`src/rtl/wb_rr_arbiter_if.sv`:
```
// Wishbone classic bundle for the two-master/one-slave arbiter.
// 'slave' is the arbiter's view; 'master' is the view of the masters and the shared slave.
interface wb_rr_arbiter_if #(
  parameter int AW = 32,
  parameter int DW = 32
);
  logic [1:0]          m_cyc;
  logic [1:0]          m_stb;
  logic [1:0]          m_we;
  logic [2*AW-1:0]     m_adr;
  logic [2*DW-1:0]     m_dat_w;
  logic [2*DW/8-1:0]   m_sel;
  logic [DW-1:0]       m_dat_r;
  logic [1:0]          m_ack;
  logic [1:0]          m_err;
  logic                s_cyc;
  logic                s_stb;
  logic                s_we;
  logic [AW-1:0]       s_adr;
  logic [DW-1:0]       s_dat_w;
  logic [DW/8-1:0]     s_sel;
  logic [DW-1:0]       s_dat_r;
  logic                s_ack;
  logic                s_err;

  modport slave (
    input  m_cyc, m_stb, m_we, m_adr, m_dat_w, m_sel, s_dat_r, s_ack, s_err,
    output m_dat_r, m_ack, m_err, s_cyc, s_stb, s_we, s_adr, s_dat_w, s_sel
  );

  modport master (
    output m_cyc, m_stb, m_we, m_adr, m_dat_w, m_sel, s_dat_r, s_ack, s_err,
    input  m_dat_r, m_ack, m_err, s_cyc, s_stb, s_we, s_adr, s_dat_w, s_sel
  );
endinterface

```
`src/rtl/wb_rr_arbiter.sv`:
```
// Round-robin Wishbone classic arbiter: two masters share one slave, grant held per cyc burst,
// with a watchdog that errors out strobes the slave never answers.
module wb_rr_arbiter #(
  parameter int AW      = 32,
  parameter int DW      = 32,
  parameter int TIMEOUT = 255
) (
  input  logic             clk,
  input  logic             reset,
  wb_rr_arbiter_if.slave   bus
);

  localparam int SW = DW / 8;
  localparam int TW = (TIMEOUT > 0) ? $clog2(TIMEOUT + 1) : 1;

  typedef enum logic {IDLE, BUSY} state_t;

  state_t        state_q, state_d;
  logic          owner_q, owner_d;
  logic          last_q, last_d;
  logic [TW-1:0] tmo_q, tmo_d;
  logic          tmo_fire;

  logic          own_cyc, own_stb, own_we;
  logic [AW-1:0] own_adr;
  logic [DW-1:0] own_dat_w;
  logic [SW-1:0] own_sel;

  always_comb begin
    own_cyc   = bus.m_cyc[owner_q];
    own_stb   = bus.m_stb[owner_q];
    own_we    = bus.m_we[owner_q];
    own_adr   = owner_q ? bus.m_adr[AW +: AW]   : bus.m_adr[0 +: AW];
    own_dat_w = owner_q ? bus.m_dat_w[DW +: DW] : bus.m_dat_w[0 +: DW];
    own_sel   = owner_q ? bus.m_sel[SW +: SW]   : bus.m_sel[0 +: SW];
  end

  // An abandoned transfer (owner already dropped cyc) never produces a watchdog error.
  generate
    if (TIMEOUT > 0) begin : g_wd
      localparam logic [TW-1:0] TMO_MAX = TW'(TIMEOUT);
      assign tmo_fire = (state_q == BUSY) & own_cyc & (tmo_q == TMO_MAX)
                        & ~bus.s_ack & ~bus.s_err;
    end else begin : g_no_wd
      assign tmo_fire = 1'b0;
    end
  endgenerate

  always_ff @(posedge clk or posedge reset) begin
    if (reset) begin
      state_q <= IDLE;
      owner_q <= 1'b0;
      last_q  <= 1'b1;
      tmo_q   <= '0;
    end else begin
      state_q <= state_d;
      owner_q <= owner_d;
      last_q  <= last_d;
      tmo_q   <= tmo_d;
    end
  end

  always_comb begin
    state_d     = state_q;
    owner_d     = owner_q;
    last_d      = last_q;
    tmo_d       = tmo_q;
    bus.s_cyc   = 1'b0;
    bus.s_stb   = 1'b0;
    bus.s_we    = 1'b0;
    bus.s_adr   = '0;
    bus.s_dat_w = '0;
    bus.s_sel   = '0;
    bus.m_ack   = 2'b00;
    bus.m_err   = 2'b00;
    bus.m_dat_r = bus.s_dat_r;

    case (state_q)
      IDLE: begin
        tmo_d = '0;
        if (|bus.m_cyc) begin
          state_d = BUSY;
          // On a tie the master that did not own the last burst wins.
          owner_d = (&bus.m_cyc) ? ~last_q : bus.m_cyc[1];
        end
      end
      BUSY: begin
        bus.s_cyc             = own_cyc;
        bus.s_stb             = own_stb & ~tmo_fire;
        bus.s_we              = own_we;
        bus.s_adr             = own_adr;
        bus.s_dat_w           = own_dat_w;
        bus.s_sel             = own_sel;
        bus.m_ack[owner_q]    = bus.s_ack;
        bus.m_err[owner_q]    = bus.s_err | tmo_fire;

        if (!own_cyc) begin
          state_d = IDLE;
          last_d  = owner_q;
          tmo_d   = '0;
        end else if ((TIMEOUT > 0) && own_stb && !tmo_fire && !bus.s_ack && !bus.s_err) begin
          tmo_d = tmo_q + 1'b1;
        end else begin
          tmo_d = '0;
        end
      end
      default: state_d = IDLE;
    endcase
  end

endmodule

```
`src/flat_wrapper.sv`:
```
// flat-port wrapper written by rule: the top's interface ports become plain ports
module wb_rr_arbiter_flat 
#(
  parameter int AW      = 32,
  parameter int DW      = 32,
  parameter int TIMEOUT = 255
)
  (clk, reset, bus_m_cyc, bus_m_stb, bus_m_we, bus_m_adr, bus_m_dat_w, bus_m_sel, bus_s_dat_r, bus_s_ack, bus_s_err, bus_m_dat_r, bus_m_ack, bus_m_err, bus_s_cyc, bus_s_stb, bus_s_we, bus_s_adr, bus_s_dat_w, bus_s_sel);
  wb_rr_arbiter_if #(.AW(AW), .DW(DW)) bus_i ();
  input  logic clk;
  input  logic reset;
  input wire logic [$bits(bus_i.m_cyc)-1:0] bus_m_cyc;
  input wire logic [$bits(bus_i.m_stb)-1:0] bus_m_stb;
  input wire logic [$bits(bus_i.m_we)-1:0] bus_m_we;
  input wire logic [$bits(bus_i.m_adr)-1:0] bus_m_adr;
  input wire logic [$bits(bus_i.m_dat_w)-1:0] bus_m_dat_w;
  input wire logic [$bits(bus_i.m_sel)-1:0] bus_m_sel;
  input wire logic [$bits(bus_i.s_dat_r)-1:0] bus_s_dat_r;
  input wire logic [$bits(bus_i.s_ack)-1:0] bus_s_ack;
  input wire logic [$bits(bus_i.s_err)-1:0] bus_s_err;
  output wire logic [$bits(bus_i.m_dat_r)-1:0] bus_m_dat_r;
  output wire logic [$bits(bus_i.m_ack)-1:0] bus_m_ack;
  output wire logic [$bits(bus_i.m_err)-1:0] bus_m_err;
  output wire logic [$bits(bus_i.s_cyc)-1:0] bus_s_cyc;
  output wire logic [$bits(bus_i.s_stb)-1:0] bus_s_stb;
  output wire logic [$bits(bus_i.s_we)-1:0] bus_s_we;
  output wire logic [$bits(bus_i.s_adr)-1:0] bus_s_adr;
  output wire logic [$bits(bus_i.s_dat_w)-1:0] bus_s_dat_w;
  output wire logic [$bits(bus_i.s_sel)-1:0] bus_s_sel;
  assign bus_i.m_cyc = bus_m_cyc;
  assign bus_i.m_stb = bus_m_stb;
  assign bus_i.m_we = bus_m_we;
  assign bus_i.m_adr = bus_m_adr;
  assign bus_i.m_dat_w = bus_m_dat_w;
  assign bus_i.m_sel = bus_m_sel;
  assign bus_i.s_dat_r = bus_s_dat_r;
  assign bus_i.s_ack = bus_s_ack;
  assign bus_i.s_err = bus_s_err;
  assign bus_m_dat_r = bus_i.m_dat_r;
  assign bus_m_ack = bus_i.m_ack;
  assign bus_m_err = bus_i.m_err;
  assign bus_s_cyc = bus_i.s_cyc;
  assign bus_s_stb = bus_i.s_stb;
  assign bus_s_we = bus_i.s_we;
  assign bus_s_adr = bus_i.s_adr;
  assign bus_s_dat_w = bus_i.s_dat_w;
  assign bus_s_sel = bus_i.s_sel;
  wb_rr_arbiter #(.AW(AW), .DW(DW), .TIMEOUT(TIMEOUT)) u_core (.clk(clk), .reset(reset), .bus(bus_i));
endmodule
```
`config.mk`:
```
export PLATFORM = sky130hd
export DESIGN_NAME = wb_rr_arbiter_flat
export DESIGN_NICKNAME = d
export VERILOG_FILES = /design/src/rtl/wb_rr_arbiter_if.sv /design/src/rtl/wb_rr_arbiter.sv /design/src/flat_wrapper.sv
export SDC_FILE = /design/constraint.sdc
export NUM_CORES = 1
export LEC_CHECK = 0
export CAP_MARGIN = 25
export CELL_PAD_IN_SITES_DETAIL_PLACEMENT = 0
export CELL_PAD_IN_SITES_GLOBAL_PLACEMENT = 2
export CORE_AREA = 5 5 108 110
export DETAILED_ROUTE_END_ITERATION = 8
export DIE_AREA = 0 0 113 115
export DONT_BUFFER_PORTS = 1
export PLACE_DENSITY_LB_ADDON = 0.1
export SLEW_MARGIN = 20
export SYNTH_ARGS = -nofsm -noshare
export SYNTH_HDL_FRONTEND = slang
export SYNTH_SLANG_ARGS = --single-unit
```
`constraint.sdc`:
```
create_clock -name clk -period 2.23 [get_ports clk]
set_input_delay 0.5575 -clock clk [delete_from_list [all_inputs] [get_ports clk]]
set_output_delay 0.5575 -clock clk [all_outputs]
set_load 0.1 [all_outputs]
```
==> flow_summary.toml <==
[timing]
tightest_slew_ps = 460
fin_crit_ps = 2240
rsz0062_at_grt = "true"
whs_ps = 211
hold_viol_final = 0
setup_violations = 11
slew_viol_final = 0
fmax_ghz = 0.446
slew_headroom = 0.693
period_share = 1.01
fin_worst_skew_ps = 6.71
setup_slack_ps = -14.3

[clocking]
htree_levels = 1
tritoncts = "done"
clkSinkCount = 11
cts_buffers = 3
cts_root_buffer = "clkbuf_8"
clock_latency_ps = 240
cts-hold-fix-buffers = 0
clkTransAtPathRegs_ps = 60
clockBufferDepth = 2

[floorplanning]
io_pins = 285
dieArea_um2 = 13000
num_rows = 38
start_util = 0.184
die_w_um = 113
core_area_um2 = 10600
chipHeight_um = 115

[place]
dp_cells = 426
dp_hpwl_mm = 6.91
port_buffers = 0
gp_congestion = 0.712

[logic_synthesis]
synth_top_area_cell = "mux2i_1"
ys_seq_area_frac = 0.141
async_reset_ff_frac = 1.00
avgSynthCellArea_um2 = 7.72
synth_warnings = 0
synth.area.top_cells = "mux2i_1, nor2_1, buf_4"
synthCells = 253
yosys-top-cells-count = "nor2_1, mux2i_1, buf_4, buf_2, dfrtp_1"
ys.flop_type = "dfrtp_1"
yosys.cell_count.top_type = "nor2_1"
synth_edf_count = 0
ys_ff_latch = 11
synth.distinct_cells = 34
synth_top_area_share = 0.359
netlist_area_um2 = 1950
synthesis.nets = 432

[setup_path]
slowest_delay_ps = 410
crit_chain = "buf_4, buf_16, mux2i_1, nor2_4, buf_12"
rr_endpoint = "u_core.tmo_q[5]"
cp.depth = 5
rr_worst_depth = 5
crit_type = "reg2out"
arrival_ps = 1690
r2r_start = "u_core.tmo_q[1]"
cp_top_family = "buffers and inverters"
cp_slowest_cell = "dfrtp_4"
endpoint = "bus_s_adr[4]"
r2r_slack_ps = 800
cp-start-kind = "flip-flop"
required_ps = 1670
worst_setup_path_end_kind = "output port"
critPathBufInv = 3
path_max_fanout = 41
startpoint = "u_core.owner_q"

[detailed_routing]
vias_per_cell = 4.48
first_pass_iters = 4
drt_iter0_markers = 32
wl_per_cell_um = 18.7
drc = 0
vias = 1936
wl_mm = 8.07
postRouteAntennaNets = 0

[run_status]
violations = "negative setup slack"
status = "complete, but fails checks"

[pwr]
p_leak_nw = 1.57
power_density_nw_per_um2 = 1620
ir_drop_v = 0.000690
power.total_mw = 6.47

[finish]
drive_above_1_share = 0.664
fin_nets = 472
finalNonFillerCells = 432
multiInputGateArea_um2 = 1820
ff_latch_area_um2 = 280
fill_cells = 1040
syn2layout_area_growth_pct = 104
n_antenna_cell = 0

[global_route]
grt_max_degree = 42
antenna_found_initial = 0
track_usage = 0.110
grt_pass1_vias = 2020
grt_pass1_wl_mm = 11.4
grt_overflow = 0

[flow_run]
max_cap_viol_count = 0

[min_path]
hold_path.class = "in2async"
[cells in the final DEF, fill, tap and decap left out, types with 2 or more instances in the layout]
cell      instances
nand2_1           7
nor2_4           41
buf_12           78
inv_1             2
xor2_1            2
nand3_1           3
dfrtp_1           9
o21ai_0           4
nor2_2           31
nor3_1            4
mux2i_2          16
mux2_4            2
buf_4             7
or3_1             2
mux2i_1          53
a21oi_1           2
clkbuf_8          3
[final cells by class]
class                           instances  share of cell area
Multi-Input combinational cell        188               0.458
Clock buffer                            4              0.0113
Inverter                                3             0.00408
Timing Repair Buffer                   86               0.412
Sequential cell                        11              0.0704
Tap cell                              140              0.0440
[timing repair]
item / 4_1_cts / 5_1_grt
setup buffers: 2 / 0
resized for setup: 12 / 12
setup endpoints to repair: 18 / 53
pin swaps: 3 / 1
[worst register-to-register path: cells and delay by family (launching register included)]
| kind | cells | cell delay, ps |
|---|---|---|
| AO/OA/AOI/OAI | 1 | 190 |
| adder cells (fa/ha/maj) | 1 | 180 |
| buffers and inverters | 1 | 160 |
| flip-flops | 1 | 420 |
| AND/OR/NAND/NOR | 2 | 400 |
[where the power goes]
group / internal (mW) / total [mW] / switching [mW]
sequential: 0.233 / 0.258 / 0.0254
combinational: 2.09 / 6.01 / 3.91
clock: 0.126 / 0.204 / 0.0779
total: 2.45 / 6.47 / 4.02
[registers in the layout, summed over array words and instances, names as in the netlist]
signal,flops
u_core.tmo_q,8
u_core.last_q,1
u_core.owner_q,1
u_core.state_q,1
[cell families (layout without fill, tap and decap cells)]
family,count (synthesis),after routing,share of synthesized area
AOI/OAI and AO/OA,13,13,0.0480
xor gates and xnor gates,3,3,0.0134
adders and majority gates,1,1,0.00640
buffers and inverters,54,93,0.191
DFF,11,11,0.141
muxes,72,72,0.374
and+or+nand+nor,99,99,0.226
[worst min-delay path by stage]
stage	depth (start not counted)	start	endpoint	slack [ps]
after floorplan	1	reset	u_core.owner_q	410
after global placement	1	reset	u_core.owner_q	500
after detailed placement	1	reset	u_core.owner_q	480
after CTS	1	reset	u_core.owner_q	230
after global routing	1	reset	u_core.owner_q	250
final	1	reset	u_core.owner_q	210
[layer usage]
layer	track usage	vias to the layer above	part of all wire
met1	0.114	892	0.32
met5	0	-	0
met3	0.0342	10	0.10
met2	0.214	124	0.57
li1	-	910	-
met4	0.0240	0	0.012
[stage by stage]
step                      cell area [um2]  utilization  setup slack [ps]  setup TNS, ps
after floorplan                      2350            -              -457          -8480
after global placement               3810        0.359              58.1              0
after detailed placement             3810        0.359              75.4              0
after CTS                            3930        0.371             -35.0           -236
after global routing                 3980        0.376             -71.7          -2150
final                                3980        0.376             -14.3          -74.0
No activity file was read; power rests on OpenSTA's default activity.
